--- src/rtl/game_pkg.sv ---
// Shared definitions for the game-progression logic: state encoding and
// level width used by the difficulty scheduler and its helpers.
package game_pkg;

   localparam int LEVEL_W       = 4;
   localparam int MAX_LEVEL_DEF = 15;

   typedef enum logic [2:0] {
      ST_IDLE      = 3'd0,
      ST_COUNTDOWN = 3'd1,
      ST_PLAY      = 3'd2,
      ST_PAUSE     = 3'd3,
      ST_OVER      = 3'd4
   } game_state_t;

   typedef logic [LEVEL_W-1:0] level_t;

endpackage

--- src/rtl/sec_prescaler.sv ---
// One-second prescaler: counts 0..CLK_HZ-1 while enabled and emits a
// single-cycle sec_tick on the terminal count. clr forces the count to 0.
module sec_prescaler #(
   parameter int CLK_HZ = 50_000_000
) (
   input  logic clk,
   input  logic rst,
   input  logic clr,
   input  logic en,
   output logic sec_tick
);

   localparam int CNT_W = (CLK_HZ > 1) ? $clog2(CLK_HZ) : 1;

   logic [CNT_W-1:0] cnt;

   assign sec_tick = en && (cnt == CNT_W'(CLK_HZ - 1));

   // Count while enabled, wrap on the terminal count, clear on request.
   always_ff @(posedge clk) begin
      // NOTE: sequential state uses non-blocking assignments so every register
      // samples pre-edge values, independent of statement order.
      if (rst || clr) begin
         cnt <= '0;
      end else if (en) begin
         if (sec_tick) cnt <= '0;
         else          cnt <= cnt + 1'b1;
      end
   end

endmodule

--- src/rtl/difficulty_scheduler.sv ---
// Game-progression controller: sequences IDLE/COUNTDOWN/PLAY/PAUSE/OVER,
// tracks hit/miss streaks into a pending level, and commits the pending
// level to the divider only on a fall_tick so a step never changes period.
module difficulty_scheduler
   import game_pkg::*;
#(
   parameter int CLK_HZ         = 50_000_000,
   parameter int COUNTDOWN_S    = 3,
   parameter int HITS_PER_LEVEL = 8,
   parameter int MISS_LIMIT     = 3,
   parameter int START_LEVEL    = 0,
   parameter int MAX_LEVEL      = MAX_LEVEL_DEF
) (
   input  logic               clk,
   input  logic               rst,
   input  logic               start,
   input  logic               pause_toggle,
   input  logic               end_game,
   input  logic               hit,
   input  logic               miss,
   input  logic               fall_tick,
   output logic [LEVEL_W-1:0] difficulty,
   output logic [2:0]         game_state,
   output logic [1:0]         countdown,
   output logic               run_en,
   output logic               level_up,
   output logic               level_down
);

   localparam int HIT_W  = (HITS_PER_LEVEL > 1) ? $clog2(HITS_PER_LEVEL) : 1;
   localparam int MISS_W = (MISS_LIMIT > 1) ? $clog2(MISS_LIMIT) : 1;

   game_state_t       state, state_d;
   logic [1:0]        countdown_d;
   logic [HIT_W-1:0]  hit_cnt, hit_cnt_d;
   logic [MISS_W-1:0] miss_cnt, miss_cnt_d;
   level_t            pending, pending_d;
   level_t            difficulty_d;
   logic              run_en_d, level_up_d, level_down_d;
   logic              sec_tick;

   // The prescaler only runs in COUNTDOWN and sits at 0 everywhere else,
   // so every entry into COUNTDOWN starts a full second.
   sec_prescaler #(.CLK_HZ(CLK_HZ)) u_sec_prescaler (
      .clk      (clk),
      .rst      (rst),
      .clr      (state != ST_COUNTDOWN),
      .en       (state == ST_COUNTDOWN),
      .sec_tick (sec_tick)
   );

   // Next-state, counter, pending-level and commit logic.
   always_comb begin
      // NOTE: every signal gets a default first so no path leaves it unassigned
      // and no latch is inferred.
      state_d      = state;
      countdown_d  = countdown;
      hit_cnt_d    = hit_cnt;
      miss_cnt_d   = miss_cnt;
      pending_d    = pending;
      difficulty_d = difficulty;
      run_en_d     = run_en;
      level_up_d   = 1'b0;
      level_down_d = 1'b0;

      unique case (state)
         ST_IDLE, ST_OVER: begin
            run_en_d = 1'b0;
            if (start) begin
               state_d      = ST_COUNTDOWN;
               countdown_d  = 2'(COUNTDOWN_S);
               hit_cnt_d    = '0;
               miss_cnt_d   = '0;
               pending_d    = level_t'(START_LEVEL);
               difficulty_d = level_t'(START_LEVEL);
            end
         end

         ST_COUNTDOWN: begin
            if (end_game) begin
               state_d  = ST_OVER;
               run_en_d = 1'b0;
            end else if (sec_tick) begin
               if (countdown == 2'd1) begin
                  countdown_d = 2'd0;
                  state_d     = ST_PLAY;
                  run_en_d    = 1'b1;
               end else begin
                  countdown_d = countdown - 2'd1;
               end
            end
         end

         ST_PLAY: begin
            // Commit uses the registered pending value, so an update made in
            // this same cycle waits for the next fall_tick.
            if (fall_tick) begin
               difficulty_d = pending;
               level_up_d   = (pending > difficulty);
               level_down_d = (pending < difficulty);
            end

            if (end_game) begin
               state_d  = ST_OVER;
               run_en_d = 1'b0;
            end else if (pause_toggle) begin
               state_d  = ST_PAUSE;
               run_en_d = 1'b0;
            end else if (hit) begin
               miss_cnt_d = '0;
               if (hit_cnt == HIT_W'(HITS_PER_LEVEL - 1)) begin
                  hit_cnt_d = '0;
                  if (pending < level_t'(MAX_LEVEL)) pending_d = pending + 1'b1;
               end else begin
                  hit_cnt_d = hit_cnt + 1'b1;
               end
            end else if (miss) begin
               if (miss_cnt == MISS_W'(MISS_LIMIT - 1)) begin
                  miss_cnt_d = '0;
                  if (pending != '0) pending_d = pending - 1'b1;
               end else begin
                  miss_cnt_d = miss_cnt + 1'b1;
               end
            end
         end

         ST_PAUSE: begin
            if (end_game) begin
               state_d  = ST_OVER;
               run_en_d = 1'b0;
            end else if (pause_toggle) begin
               state_d  = ST_PLAY;
               run_en_d = 1'b1;
            end
         end

         default: begin
            state_d  = ST_IDLE;
            run_en_d = 1'b0;
         end
      endcase
   end

   // State and output registers; reset overrides every input.
   always_ff @(posedge clk) begin
      if (rst) begin
         state      <= ST_IDLE;
         countdown  <= 2'd0;
         hit_cnt    <= '0;
         miss_cnt   <= '0;
         pending    <= level_t'(START_LEVEL);
         difficulty <= level_t'(START_LEVEL);
         run_en     <= 1'b0;
         level_up   <= 1'b0;
         level_down <= 1'b0;
      end else begin
         state      <= state_d;
         countdown  <= countdown_d;
         hit_cnt    <= hit_cnt_d;
         miss_cnt   <= miss_cnt_d;
         pending    <= pending_d;
         difficulty <= difficulty_d;
         run_en     <= run_en_d;
         level_up   <= level_up_d;
         level_down <= level_down_d;
      end
   end

   assign game_state = state;

endmodule
--- config.mk ---
export PLATFORM = sky130hd
export DESIGN_NAME = difficulty_scheduler
export DESIGN_NICKNAME = d
export VERILOG_FILES = /design/src/rtl/game_pkg.sv /design/src/rtl/sec_prescaler.sv /design/src/rtl/difficulty_scheduler.sv
export SDC_FILE = /design/constraint.sdc
export NUM_CORES = 1
export LEC_CHECK = 0
export CORE_MARGIN = 2
export CORE_UTILIZATION = 62
export DETAILED_ROUTE_END_ITERATION = 7
export PLACE_DENSITY = 0.86
export SLEW_MARGIN = 20
export SYNTH_ARGS = -nofsm -noshare
export SYNTH_HDL_FRONTEND = slang
export SYNTH_SLANG_ARGS = --single-unit
--- constraint.sdc ---
create_clock -name clk -period 3.26 [get_ports clk]
set_input_delay 0.652 -clock clk [delete_from_list [all_inputs] [get_ports clk]]
set_output_delay 0.652 -clock clk [all_outputs]
set_load 0.05 [all_outputs]
* Word-level counts from Yosys, hierarchy flattened
Cells that the tools add are included.
** Storage, ports and cells
- Input bits :: 8
- Logic and storage cells :: 109
- Flip-flop bits (word level) :: 47
** Operators by class
- Add/sub/neg operators :: 6
- Equality and inequality tests :: 25
- Magnitude comparators :: 3
- Reductions and logical operators :: 15
- Bitwise operators :: 2
- Mux-type cells :: 48
** Operators with widths (count)
- $mux W4 :: 10
- $mux W3 :: 13
- $ne A3 B3 Y1 const B :: 9
- $add A26 B1 Y26 const B :: 1
- $eq A26 B26 Y1 const B :: 1
- $mux W26 :: 1
- $mux W2 :: 10
- $pmux W4 S2 :: 2
- $reduce_and A5 Y1 :: 3
- $ne A2 B2 Y1 const B :: 7
- $pmux W3 S4 :: 1
- $reduce_and A9 Y1 :: 1
- $pmux W2 S2 :: 2
- $reduce_and A4 Y1 :: 2
- $mux W1 :: 7
- $eq A3 B2 Y1 const B :: 2
- $eq A3 B3 Y1 const B :: 2
- $pmux W3 S2 :: 1
- $add A4 B1 Y4 const B :: 1
- $gt A4 B4 Y1 :: 1
- $lt A4 B4 Y1 :: 1
- $lt A4 B4 Y1 const B :: 1
- $reduce_bool A2 Y1 :: 2
- $reduce_bool A4 Y1 :: 1
- 16 further kinds :: 17

* Logic depth before layout (Yosys ltp)
Gate-level depths: netlist of the first run.
- Word-level depth :: 8
- Mapped depth :: 8
- Depth with buffers taken out :: 7

* Cells and area by module
From an unflattened synthesis of the first run, not the netlist that was laid out.
** Unflattened totals
- Cell total of the unflattened synthesis :: 302
- Area, all modules :: 2577.5 um^2
** Modules (own cells, without submodules)
- sec_prescaler :: area an instance 1343.8 um^2, sequential area each 520.5 um^2, cells each 156, times used 1
- difficulty_scheduler :: area an instance 1233.7 um^2, sequential area each 420.4 um^2, cells each 146, times used 1

* Worst setup path before layout of the first run
Ideal clock, no wire load.
- Path type :: in2reg
- From :: in hit
- To :: reg pending[3]
- Stages :: 8
- Arrival time :: 2283 ps
- Slack :: 903 ps
- Setup time :: 74 ps
- Path buffers :: 1
- Path through :: clkbuf_1 > inv_1 > ha_1 > a21o_1 > a21oi_1 > mux2i_1 > or4_1 > a31oi_1
** On the way
- Longest elaborated chain between the ends :: 4
- Elaborated cells between the ends (all ways) :: 10
- Classes of those cells :: 5 x eq/ne; 4 x mux; 1 x reduce/logical
** Ends and longest elaborated chain
- start, declared :: line difficulty_scheduler.sv:19 : input logic hit,
- $mux W4 :: line difficulty_scheduler.sv:109 : end else if (hit) begin
- $mux W4 :: line difficulty_scheduler.sv:106 : end else if (pause_toggle) begin
- $mux W4 :: line difficulty_scheduler.sv:103 : if (end_game) begin
- $pmux W4 S2 :: line difficulty_scheduler.sv:66 : unique case (state)
- end signal, assigned :: line difficulty_scheduler.sv:151 : pending <= level_t'(START_LEVEL);
- end signal, assigned :: line difficulty_scheduler.sv:161 : pending <= pending_d;
- end, declared :: line difficulty_scheduler.sv:37 : level_t pending, pending_d;
Several ways; a longest one is shown, not always the timed one. The select of a mux whose other input is x is not followed.
A chain may end at the register's enable or synchronous reset.

* Worst setup path after layout of the first run
- From :: reg state[0], in the netlist game_state[0]
- To :: out game_state[0]
** RTL lines
- start, declared :: line difficulty_scheduler.sv:33 : game_state_t state, state_d;
- start signal, assigned :: line difficulty_scheduler.sv:157 : state <= state_d;
- end, declared :: line difficulty_scheduler.sv:23 : output logic [2:0] game_state,
No word-level cell between the ends.

==> summary by stage, run 1 <==
Timing
The final hold violation count came to 0. Adding up every negative setup slack in the final design gives 0 ps. Setup repair after global routing left no endpoint under its margin.

The worst max-slew margin expressed relative to the limit is 34.2%. The shortest clock period the worst path allows after layout is 2540 ps. In the finished design, the share of the clock period the worst path needs comes to between 70 and 80%. The final worst setup slack is 718 ps. The count of endpoints failing setup in the final report is 0. The worst clock skew is 9.42 ps.

The measured slew at the worst slew-check pin is 979 ps. Derived from the worst setup path, the maximum achievable clock frequency is 393 MHz. The max-slew violation total from the final report is 0.

Clock network
TritonCTS built the clock tree. The maximum buffer depth of the clock tree is 2. The number of levels in the clock H-tree is 2. The clock insertion delay at the later pin of the skew report is roughly 310 ps. The count of hold buffers inserted by post-cts repair is 0. Counting every sink on the clock net gives 47. The total of cells resized after clock tree synthesis is 0. The clock-pin transition on the worst setup and hold timing paths is approximately 80 ps. The root buffer cell is clkbuf_8.

In this run the post-CTS setup repair buffer count came out at 0. The number of buffers added by the clock tree synthesis step is 5.

Logic synthesis
Of all cell types, the one taking the most synthesized area is dfxtp_1. The synthesized area per cell is 8.54 um^2. Yosys mapped a number of flops with a built-in enable equal to 0.

Counting instances in the post-synthesis netlist gives the leading cell types as dfxtp_1, nor2_1, a21oi_1, xor2_1, nand2_1. The synthesis-stage register bit count is 47. The sequential fraction of the synthesis area is 38.4%.

By area the synthesized netlist is led by dfxtp_1, nor2_1, xor2_1. The Yosys step of the flow raised 0 warnings. The number of distinct library cells after synthesis is 52. In this run the biggest area consumer among cell types represents 38.4% of the synthesized area. The share of async-settable or async-resettable flops after synthesis is 0%. In the synthesized netlist the dominant register cell turns out to be dfxtp_1. The post-synthesis instance area is approximately 2400 um^2. The gate count after technology mapping is 287. The number of nets handed over by synthesis was 306.

Final layout
0 antenna diodes ended up in the layout. The number of fillers in the final layout is between 200 and 300. Relative to the synthesized area, the layout overhead comes to 13.9%. The net count of the finished layout is ~330. In the final layout, the share of cells above drive strength 1 is 5.86%.

Route
The detailed router's first-iteration violation count is roughly 180. After detailed routing, the total wire length is between 5 and 6 mm. The first TritonRoute pass finished after 4 iterations. After detailed routing, the number of remaining DRC violations is 0. In the final routed layout, each cell accounts on average for 15.1 um. For this block, the via count after detailed routing is about 2100.

After detailed routing, the number of vias per cell comes to around 6. The remaining antenna violation count after routing is 0.

Setup path
The data arrival time of the critical path is between 1500 and 2000 ps. The buffers plus inverters on the worst setup path is 1. The critical path is of the flop to output pin type. For this run, the slowest stage of the critical path takes roughly 900 ps. The critical path goes through clkdlybuf4s50_1. The cell with the biggest individual delay on the critical path is clkdlybuf4s50_1. In this run the register-to-register setup slack is 910 ps. The category of the worst setup path launch point is a flop. The kind of end point of the critical path is an output pin. Data on the critical path is required at its endpoint by between 2000 and 3000 ps. The cell family with the largest share of critical-path delay is buffers and inverters. The critical-path maximum fanout is 15.

Global routing
Across every metal layer, demand over resource in global routing totals 26.6%. Global routing finished with a remaining overflow of 0. The via count of the first global-routing pass is 1981. The pin count of the biggest net entering global routing is 27.

The initial antenna violation count is 0. The wire length of the first global-routing pass is between 8 and 9 mm.

Die
The die is roughly 67 um wide. The number of I/O pins is 20. After floorplanning, the core was divided into 22 placement rows. The die boundary height is 66.9 um.

The die covers between 4000 and 5000 um^2. The total core area is 3740 um^2. The starting utilization of the core area is between 60% and 70%.

Placement
The pre-CTS setup slack is 496 ps. Routability-driven placement finished with a final weighted congestion of around 0.8. The count of buffers added on input and output ports is 19. Once detailed placement completed, the half-perimeter wirelength came to 3.71 mm.

Outcome
The run finished with clean final reports.

Power
In this run the static leakage power is between 0.0009 and 0.001 uW. Summing internal, switching and leakage power gives ~1100 uW. In this run the power density over the cells is between 300 and 400 nW/um^2. The maximum ir drop on the vdd rail is approximately 0.00025 V.

Worst hold path
The path category of the worst min-delay check is flop to flop.

Run
The number of max-capacitance violations reported is 0.
## state kept, by name, summed over array words and instances, names as in the netlist
| signal | count |
|---|---|
| countdown | 2 |
| difficulty | 4 |
| game_state | 3 |
| hit_cnt | 3 |
| level_down | 1 |
| level_up | 1 |
| miss_cnt | 2 |
| pending | 4 |
| run_en | 1 |
| u_sec_prescaler.cnt | 26 |
## path summary, 6_finish.rpt
check / start / end / depth (start not counted)
min reg2reg: hit_cnt[1]$_SDFFE_PP0P_ / hit_cnt[1]$_SDFFE_PP0P_ / 2
min: hit_cnt[1]$_SDFFE_PP0P_ / hit_cnt[1]$_SDFFE_PP0P_ / 2
max reg2reg: game_state[0]$_SDFFE_PP0P_ / run_en$_SDFFE_PP0P_ / 4
max: game_state[0]$_SDFFE_PP0P_ / game_state[0] / 1
## cells in the final DEF (no fill, tap or decap), types with 2 or more instances in the layout
master | synthesis | layout
nand3b_1 | 2 | 2
dfxtp_1 | 47 | 47
a21oi_1 | 16 | 16
and4b_1 | 2 | 2
clkdlybuf4s50_1 | 0 | 19
ha_1 | 10 | 10
or4_1 | 3 | 3
nand3_1 | 12 | 12
o21ai_1 | 2 | 2
o21ai_0 | 4 | 4
nor2_1 | 47 | 47
clkbuf_8 | 0 | 5
xnor2_1 | 9 | 9
nand4_1 | 13 | 13
o41ai_1 | 2 | 2
nand4b_1 | 6 | 6
and4_1 | 4 | 4
nor2b_1 | 2 | 2
inv_1 | 12 | 12
buf_4 | 0 | 4
o31ai_1 | 2 | 2
xor2_1 | 16 | 16
o2111ai_1 | 2 | 2
nand2_1 | 15 | 15
and3_1 | 10 | 10
nand2b_1 | 3 | 3
a31oi_1 | 5 | 5
nor3_1 | 3 | 3
nor4_1 | 5 | 5
## stage by stage
step | hold WS [ps] | instances | cell area [um^2] | utilization [%]
after floorplan | 426 | 287 | 2450 | -
after global placement | 443 | 348 | 2680 | 71.7
after detailed placement | 452 | 348 | 2680 | 71.7
after CTS | 464 | 355 | 2790 | 74.5
after global routing | 498 | 355 | 2790 | 74.5
final | 470 | 355 | 2790 | 74.5
## layout make-up
| cell class | instances | area (um^2) | area share [%] |
|---|---|---|---|
| Timing Repair Buffer | 23 | 220 | 7.89 |
| Tap cell | 48 | 60.1 | 2.15 |
| Clock inverter | 2 | 37.5 | 1.35 |
| Multi-Input combinational cell | 218 | 1420 | 50.8 |
| Inverter | 12 | 45.0 | 1.61 |
| Sequential cell | 47 | 941 | 33.7 |
| Clock buffer | 5 | 68.8 | 2.47 |
## kinds of logic after synthesis
family / count (synthesis) / share of synthesized area, %
and+or+nand+nor: 138 / 30.9
DFF: 47 / 38.4
AOI/OAI and AO/OA: 42 / 11.2
xor gates and xnor gates: 25 / 8.94
buffers and inverters: 22 / 3.73
adders and majority gates: 11 / 5.92
muxes: 2 / 0.868
## report_power, final
group	internal, uW	switching (uW)
logic	32.4	53.6
clock network	224	196
registers	578	8.83
total	835	259
## routing by layer
metal / vias to the layer above / GRT usage, % / wire, um
li1: 1071 / - / -
met1: 993 / 33.4 / 2410
met2: 52 / 43.3 / 2570
met3: 11 / 6.93 / 257
met4: 0 / 11.0 / 110
met5: - / 0 / 0
Note: power is estimated with default switching activity, not from simulation.
==> run 2, diff against run 1 <==
--- a/config.mk
+++ b/config.mk
@@ -6,9 +6,9 @@
 export NUM_CORES = 1
 export LEC_CHECK = 0
 export CORE_MARGIN = 2
-export CORE_UTILIZATION = 62
+export CORE_UTILIZATION = 52
 export DETAILED_ROUTE_END_ITERATION = 7
-export PLACE_DENSITY = 0.86
+export PLACE_DENSITY = 0.77
 export SLEW_MARGIN = 20
 export SYNTH_ARGS = -nofsm -noshare
 export SYNTH_HDL_FRONTEND = slang
==> constraint.sdc (replaced) <==
create_clock -name clk -period 2.3 [get_ports clk]
set_input_delay 0.46 -clock clk [delete_from_list [all_inputs] [get_ports clk]]
set_output_delay 0.46 -clock clk [all_outputs]
set_load 0.05 [all_outputs]
==> summary by stage, run 2 (synthesized netlist as in run 1, its figures left out) <==
Setup path
The reg-to-reg setup timing slack is 180 ps (was 910 ps). The kind of end point of the critical path is an output pin (unchanged). Ordered list of cells on the worst path: clkdlybuf4s50_1 (unchanged). The cell family with the largest share of critical-path delay is buffers and inverters (unchanged). The worst endpoint required time is 1840 ps (was 2610 ps). The category of the worst setup path launch point is a flop (unchanged). The data arrival time of the critical path came to 1710 ps (was 1890 ps).

The buffers plus inverters on the worst setup path was 1 (unchanged). The critical path start-end classification is flop to output pin (unchanged). The cell with the biggest individual delay on the critical path is clkdlybuf4s50_1 (unchanged). The critical path's largest stage delay is 870 ps (was 910 ps). The critical-path maximum fanout is 11 (was 15).

Run
The number of max-capacitance violations reported is 0 (unchanged).

Route
The routed wire length per instance is 13.9 um (was 15.1 um). The post-detailed-route via-to-cell ratio was 5.71 (was 5.99). The overall via count from detail_route is 2160 (was 2127). The detailed-route DRC error count is 0 (unchanged). The detailed router's first-iteration violation count is 97 (was 178). The detailed-routing iteration count for the pre-antenna-repair pass is 4 (unchanged).

The remaining antenna violation count after routing is 0 (unchanged). The total wire length is 5.27 mm (was 5.36 mm).

Final layout
The combined flip-flop and latch cell area was 941 um^2 (unchanged). Top library cells by usage in the layout, fill and taps aside: nor2_1, dfxtp_1, buf_4 (was nor2_1, dfxtp_1, clkdlybuf4s50_1). The number of flip-flops in the largest register is 26 (unchanged). The final non-filler cell total is 378 (was 355).

The antenna diode count is 0 (unchanged). The most flop-heavy register is u_sec_prescaler.cnt (unchanged). The number of fillers in the final layout came to 375 (was 284). The end-of-flow core utilization was 65.8% (was 74.5%).

The ratio of cells with drive above 1 in the final layout is 11.0% (was 5.86%). The area added between synthesis and finish came to 19.4% (was 13.9%). The area of combinational cells with multiple inputs came to 1420 um^2 (unchanged). Largest regs: u_sec_prescaler.cnt (26), difficulty (4), pending (4) (unchanged). The net count of the finished layout was 344 (was 326).

Timing
The worst slack on hold paths was 464 ps (was 470 ps). The count of endpoints failing setup in the final report is 0 (unchanged). The measured slew at the worst slew-check pin is 516 ps (was 979 ps).

Setup repair after global routing missed its margin: false (unchanged). The worst clock skew is 11.8 ps (was 9.42 ps). The fmax is 460 MHz. The final hold violation count was 0 (unchanged).

The max-slew violation total from the final report is 0 (unchanged). Of the available clock period, the critical path in the final layout requires 94.4%. The shortest clock period the worst path allows after layout is 2170 ps. The worst max-slew margin expressed relative to the limit is 65.3% (was 34.2%).

Clock network
The clock-pin transition on the worst setup and hold timing paths was 80 ps (about the same). The total of cells resized after clock tree synthesis came to 0 (unchanged). The clock sink total was 47 (unchanged).

The maximum buffer depth of the clock tree is 2 (unchanged). The root buffer cell is clkbuf_8 (unchanged). The count of hold buffers inserted by post-cts repair is 0 (unchanged). The number of buffers added by the clock tree synthesis step is 5 (unchanged). The CTS tree is done (unchanged). The clock insertion delay at the later pin of the skew report is 300 ps (was 310 ps). The number of levels in the clock H-tree came to 2 (unchanged).

The total setup buffers inserted after CTS came to 0 (unchanged).

Global routing
The overall global routing resource usage is 21.5% (was 26.6%). The pin count of the biggest net entering global routing is 27 (unchanged). The initial antenna violation count is 0 (unchanged). The wire length of the first global-routing pass is 9.00 mm (was 8.96 mm).

The total congestion overflow after global routing is 0 (unchanged). The via count of the first global-routing pass came to 2026 (was 1981).

Placement
The post-DP HPWL came to 3.79 mm (was 3.71 mm). The number of instances in the placed design is 370 (was 348). The final estimated routing congestion in global placement is 0.820 (was 0.821). The count of buffers from port buffering is 19 (unchanged).

Power
The maximum ir drop on the vdd rail is 0.000407 V (was 0.000252 V). The power per cell area came to 518 nW/um^2 (was 392 nW/um^2). The static power due to leakage is 0.00109 uW (was 0.000994 uW).

Die
The cell row count is 24 (was 22). The total core area was 4440 um^2 (was 3740 um^2). The number of I/O pins is 20 (unchanged).

The die width is 72.6 um (was 66.9 um). The area of the die was 5280 um^2 (was 4470 um^2). The die boundary height is 72.6 um (was 66.9 um).

The starting utilization of the core area is 55.1% (was 65.4%).

Worst hold path
The path category of the worst min-delay check is flop to flop (unchanged).

Outcome
Outcome: complete, no violations (unchanged).
[run 2: through the flow]
stage	area, um^2	power [uW]	setup TNS, ps	setup slack (ps)
2_1_floorplan	2450	928	0	104
5_1_grt	2920	1580	0	19.4
6_report	2920	1510	0	128
3_3_place_gp	2820	987	-113	-86.2
3_5_place_dp	2820	989	-205	-136
4_1_cts	2920	1530	0	121
[run 2: worst paths after layout]
path                                        start                             endpoint  cells after the start
max                    game_state[2]$_SDFFE_PP0P_                        game_state[2]                      1
min           u_sec_prescaler.cnt[0]$_SDFFE_PP0N_  u_sec_prescaler.cnt[0]$_SDFFE_PP0N_                      1
min reg2reg   u_sec_prescaler.cnt[0]$_SDFFE_PP0N_  u_sec_prescaler.cnt[0]$_SDFFE_PP0N_                      1
max reg2reg  u_sec_prescaler.cnt[13]$_SDFFE_PP0N_            countdown[0]$_SDFFE_PP0P_                      5
[run 2: where the power goes]
group	total [uW]	internal, uW	switching, uW	leakage (uW)
Combinational	144	60.1	84.1	0.000656
Clock	544	275	269	0.0000515
Sequential	826	820	6.07	0.000379
Total	1510	1150	359	0.00109
[run 2: layout make-up]
class,count,area share [%]
tap,52,2.23
timing repair buffer,41,12.2
multi-input combinational,218,48.5
sequential,47,32.2
clock buffer,8,3.42
inverter,12,1.54
[run 2: per-layer routing]
metal | track usage, % | part of all wire [%] | vias to the layer above
met4 | 6.58 | 0.76 | 0
li1 | - | - | 1106
met5 | 0 | 0 | -
met1 | 28.4 | 48 | 1004
met3 | 4.97 | 4.8 | 4
met2 | 34.9 | 46 | 46
[run 2: worst reg2reg max path: stages (launching register included)]
cell and delay (ps):
dfxtp_1 400, and4_1 280, nand4b_1 160, or3_1 480, or4_1 520, and3b_1 180
==> edit 1, RTL diff (settings of run 1) <==
Add an input register stage for `start`, `pause_toggle`, `end_game`, `hit`, `miss` and `fall_tick`, with the module's reset; this delays them by one clock. Comments in the files are not updated.
--- a/src/rtl/difficulty_scheduler.sv
+++ b/src/rtl/difficulty_scheduler.sv
@@ -29,6 +29,31 @@
 
    localparam int HIT_W  = (HITS_PER_LEVEL > 1) ? $clog2(HITS_PER_LEVEL) : 1;
    localparam int MISS_W = (MISS_LIMIT > 1) ? $clog2(MISS_LIMIT) : 1;
+
+   logic start_q;
+   logic pause_toggle_q;
+   logic end_game_q;
+   logic hit_q;
+   logic miss_q;
+   logic fall_tick_q;
+
+   always_ff @(posedge clk) begin
+      if (rst) begin
+         start_q        <= '0;
+         pause_toggle_q <= '0;
+         end_game_q     <= '0;
+         hit_q          <= '0;
+         miss_q         <= '0;
+         fall_tick_q    <= '0;
+      end else begin
+         start_q        <= start;
+         pause_toggle_q <= pause_toggle;
+         end_game_q     <= end_game;
+         hit_q          <= hit;
+         miss_q         <= miss;
+         fall_tick_q    <= fall_tick;
+      end
+   end
 
    game_state_t       state, state_d;
    logic [1:0]        countdown_d;
@@ -66,7 +91,7 @@
       unique case (state)
          ST_IDLE, ST_OVER: begin
             run_en_d = 1'b0;
-            if (start) begin
+            if (start_q) begin
                state_d      = ST_COUNTDOWN;
                countdown_d  = 2'(COUNTDOWN_S);
                hit_cnt_d    = '0;
@@ -77,7 +102,7 @@
          end
 
          ST_COUNTDOWN: begin
-            if (end_game) begin
+            if (end_game_q) begin
                state_d  = ST_OVER;
                run_en_d = 1'b0;
             end else if (sec_tick) begin
@@ -94,19 +119,19 @@
          ST_PLAY: begin
             // Commit uses the registered pending value, so an update made in
             // this same cycle waits for the next fall_tick.
-            if (fall_tick) begin
+            if (fall_tick_q) begin
                difficulty_d = pending;
                level_up_d   = (pending > difficulty);
                level_down_d = (pending < difficulty);
             end
 
-            if (end_game) begin
+            if (end_game_q) begin
                state_d  = ST_OVER;
                run_en_d = 1'b0;
-            end else if (pause_toggle) begin
+            end else if (pause_toggle_q) begin
                state_d  = ST_PAUSE;
                run_en_d = 1'b0;
-            end else if (hit) begin
+            end else if (hit_q) begin
                miss_cnt_d = '0;
                if (hit_cnt == HIT_W'(HITS_PER_LEVEL - 1)) begin
                   hit_cnt_d = '0;
@@ -114,7 +139,7 @@
                end else begin
                   hit_cnt_d = hit_cnt + 1'b1;
                end
-            end else if (miss) begin
+            end else if (miss_q) begin
                if (miss_cnt == MISS_W'(MISS_LIMIT - 1)) begin
                   miss_cnt_d = '0;
                   if (pending != '0) pending_d = pending - 1'b1;
@@ -125,10 +150,10 @@
          end
 
          ST_PAUSE: begin
-            if (end_game) begin
+            if (end_game_q) begin
                state_d  = ST_OVER;
                run_en_d = 1'b0;
-            end else if (pause_toggle) begin
+            end else if (pause_toggle_q) begin
                state_d  = ST_PLAY;
                run_en_d = 1'b1;
             end
Function: changed (a bounded check fails within 4 cycles, from zero or initial values and one cycle with rst high).
==> edit 1 against run 1 <==
- clock power down 19%
- setup slack better by 0.16 ns
- total power is 2.4% lower
- routed wire length fell by 8.5%
- final area increased by 2.4%
- combinational power fell by 24%
- synthesized area grew 4.7%
- sequential cell count rose by 6
==> edit 1: results (changes against run 1) <==
status = completed
reg2reg path depth = 5 (+1)
Cells after Synth = 293 (+2.1%)
Netlist cell types = 49 (-5.8%)
Pleak = 1.02 nW (+2.6%)
M1 GR Usage = 0.276 (-0.0580)
post-place setup slack = 0.977 ns (+0.481 ns)
inverters = 11 (-1)
Crit Path Max Fanout = 12 (-3)
GR Util met3 = 0.0543 (-0.0150)
Area Overhead vs Synth = 11.4%
sequential area share after synthesis = 0.414 (+0.0296)
GR Util All Layers = 0.229 (-0.0368)
sequential cell area share = 0.371 (+0.0341)
clock share of power = 0.318 (-0.067)
Placed Area = 2780 µm² (+3.7%)
top post-synthesis cells by area = dfxtp_1 (41%), nor2_1 (7.2%), xor2_1 (5.1%)
NonClk Buf Share = 0.0771 (-0.00187)
multi-input combinational area share = 0.489 (-0.0186)
ratio of cells with drive above 1 in the final layout = 0.0581 (-0.000567)
first-pass GRT wire length = 8160 µm (-8.9%)
Peak VDD IR = 0.300 mV (+19%)
Final #Nets = 330 (+1.2%)
routed length on met2 = 2430 µm (-5.5%)
DRT iter0 DRCs = 104 (-42%)
arrival time at the worst endpoint = 1.73 ns (-0.16 ns)
routability cong. = 0.857 (+4.4%)
final instance area = 2860 µm² (+2.4%)
==> edit 1: final timing paths <==
check                startpoint                 endpoint  slack (ns)
hold / removal       hit_cnt[2]               hit_cnt[2]        0.47
setup reg to reg  game_state[0]  u_sec_prescaler.cnt[25]        0.96
hold reg to reg      hit_cnt[2]               hit_cnt[2]        0.47
setup / recovery  game_state[0]            game_state[0]        0.87
==> edit 1: cells by family (layout without fill, tap and decap cells) <==
| group | Yosys count | after routing | synth area share |
|---|---|---|---|
| XOR/XNOR | 26 | 26 | 0.0888 |
| AO/OA/AOI/OAI | 34 | 34 | 0.0878 |
| adder cells (fa/ha/maj) | 11 | 11 | 0.0566 |
| flip-flops | 53 | 53 | 0.414 |
| AND/OR/NAND/NOR | 144 | 144 | 0.304 |
| multiplexers | 2 | 2 | 0.00781 |
| buffers and inverters | 23 | 40 | 0.0410 |
==> edit 2, RTL diff (settings of run 1) <==
Made on the original files. `CLK_HZ` is set to 50_000_000 in 2 places; all go to 200_000_000.
--- a/src/rtl/sec_prescaler.sv
+++ b/src/rtl/sec_prescaler.sv
@@ -1,7 +1,7 @@
 // One-second prescaler: counts 0..CLK_HZ-1 while enabled and emits a
 // single-cycle sec_tick on the terminal count. clr forces the count to 0.
 module sec_prescaler #(
-   parameter int CLK_HZ = 50_000_000
+   parameter int CLK_HZ = 200_000_000
 ) (
    input  logic clk,
    input  logic rst,
--- a/src/rtl/difficulty_scheduler.sv
+++ b/src/rtl/difficulty_scheduler.sv
@@ -4,7 +4,7 @@
 module difficulty_scheduler
    import game_pkg::*;
 #(
-   parameter int CLK_HZ         = 50_000_000,
+   parameter int CLK_HZ         = 200_000_000,
    parameter int COUNTDOWN_S    = 3,
    parameter int HITS_PER_LEVEL = 8,
    parameter int MISS_LIMIT     = 3,
Formal check against the unedited RTL: no difference found for any inputs over 10 cycles, from zero or initial values and one cycle with rst high; that may be too few to reach the edited logic, so the function may still have changed.
==> edit 2 against run 1 <==
- setup slack improved by 0.093 ns
- final area rose by 1.6%
- synthesized area grew 2.8%
- total power shrank 0.89%
- global-route usage is 2.2 points lower
- routed wire length down 2.0%
- sequential cell count increased by 2
==> edit 2: results (changes against run 1) <==
inverters = 10 (-2)
Signal buffers = 21 (-8.7%)
Slew @ Worst Pin = 0.534 ns (-0.445 ns)
Power Internal = 0.828 mW (-0.81%)
Peak VDD IR = 0.349 mV (+38%)
Setup Skew = 0.00447 ns (-0.00495 ns)
Crit Path Max Fanout = 7 (-8)
GR Util met3 = 0.0600 (-0.00926)
arrival time at the worst endpoint = 2.64 ns (+0.75 ns)
multiplexer share of the synthesized area = 0.0293 (+0.0206)
Pleak = 1.02 nW (+2.7%)
sequential area share after synthesis = 0.389 (+0.00540)
M1 GR Usage = 0.297 (-0.0370)
PortBufs = 19 (unchanged)
Synth Area in Compound Gates = 0.0864 (-0.0259)
Netlist cell types = 48 (-7.7%)
WL met3 = 231 µm (-10%)
post-synthesis adder-cell area fraction = 0.0576 (-0.00162)
routability cong. = 0.889 (+8.3%)
DR WL/cell = 14.6 µm (-3.3%)
ratio of cells with drive above 1 in the final layout = 0.0613 (+0.00266)
routed length on met2 = 2680 µm (+4.2%)
first-pass GRT wire length = 8540 µm (-4.7%)
NonClk Buf Share = 0.0724 (-0.00652)
top cells by count, synth = dfxtp_1 (49), nor2_1 (46), xor2_1 (21), nand2_1 (19), nand4_1 (15)
Final #Nets = 328 (+0.61%)
pin count of the biggest net entering global routing = 25 (-7.4%)
#MultiIn Comb = 222 (+1.8%)
cts repair resizes = 0 (unchanged)
top post-synthesis cells by area = dfxtp_1 (39%), xor2_1 (7.3%), nor2_1 (6.9%)
area of the core = 3940 µm² (+5.3%)
status = completed
placed cells = 352 (+1.1%)
post-place setup slack = 0.514 ns (+0.0183 ns)
Cells after Synth = 292 (+1.7%)
post-DP HPWL = 3680 µm (-0.99%)
combinational power = 0.0897 mW (+4.3%)
Fillers = 312 (+9.9%)
total CTS buffers = 5 (unchanged)
#FFs+latches synth = 49 (+4.3%)
PwrDens = 383 nW/µm² (-2.4%)
Layout clock buffers = 7 (+2)
vias in the first global route = 1923 (-2.9%)
Post-Route WL = 5250 µm (-2.0%)
sequential cell area share = 0.346 (+0.00892)
Post-Synth XOR/XNOR Area = 0.0904 (+0.00104)
multi-input combinational area share = 0.510 (+0.00230)
register area = 981 µm² (+4.3%)
met2 usage = 0.418 (-0.0146)
wire length on met1 = 2300 µm (-4.9%)
Clock buf/inv share = 0.0358 (-0.00235)
DRT iter0 DRCs = 108 (-39%)
Placed Area = 2730 µm² (+1.8%)
DR vias = 2142 (+0.71%)
Flop pwr share = 0.564 (+0.027)
largest registers = u_sec_prescaler.cnt (28), difficulty (4), pending (4)
GR Util All Layers = 0.245 (-0.0217)
syn nets = 311 (+1.6%)
edit 2: cell count changes after synthesis, moves of 4 or more:
cell / before / now
nand2_1: 15 / 19
xor2_1: 16 / 21
and4_1: 4 / 9
nor4_1: 5 / 1
a31oi_1: 5 / 0
xnor2_1: 9 / 5
a22oi_1: 1 / 5
nand4b_1: 6 / 2
edit 2: worst max-delay path: stages:
cell	delay, ns
clkdlybuf4s50_1	0.50
or4b_4	0.55
a221o_1	0.44
a31o_1	0.25
a22oi_1	0.19
nor2_1	0.05
edit 2: worst paths after layout:
kind                               start  slack [ns]  cells past startpoint                      end
setup / recovery                end_game        0.81                      6               pending[2]
hold reg to reg   u_sec_prescaler.cnt[0]        0.48                      1   u_sec_prescaler.cnt[0]
hold / removal    u_sec_prescaler.cnt[0]        0.48                      1   u_sec_prescaler.cnt[0]
setup reg to reg           game_state[0]        1.09                      5  u_sec_prescaler.cnt[21]
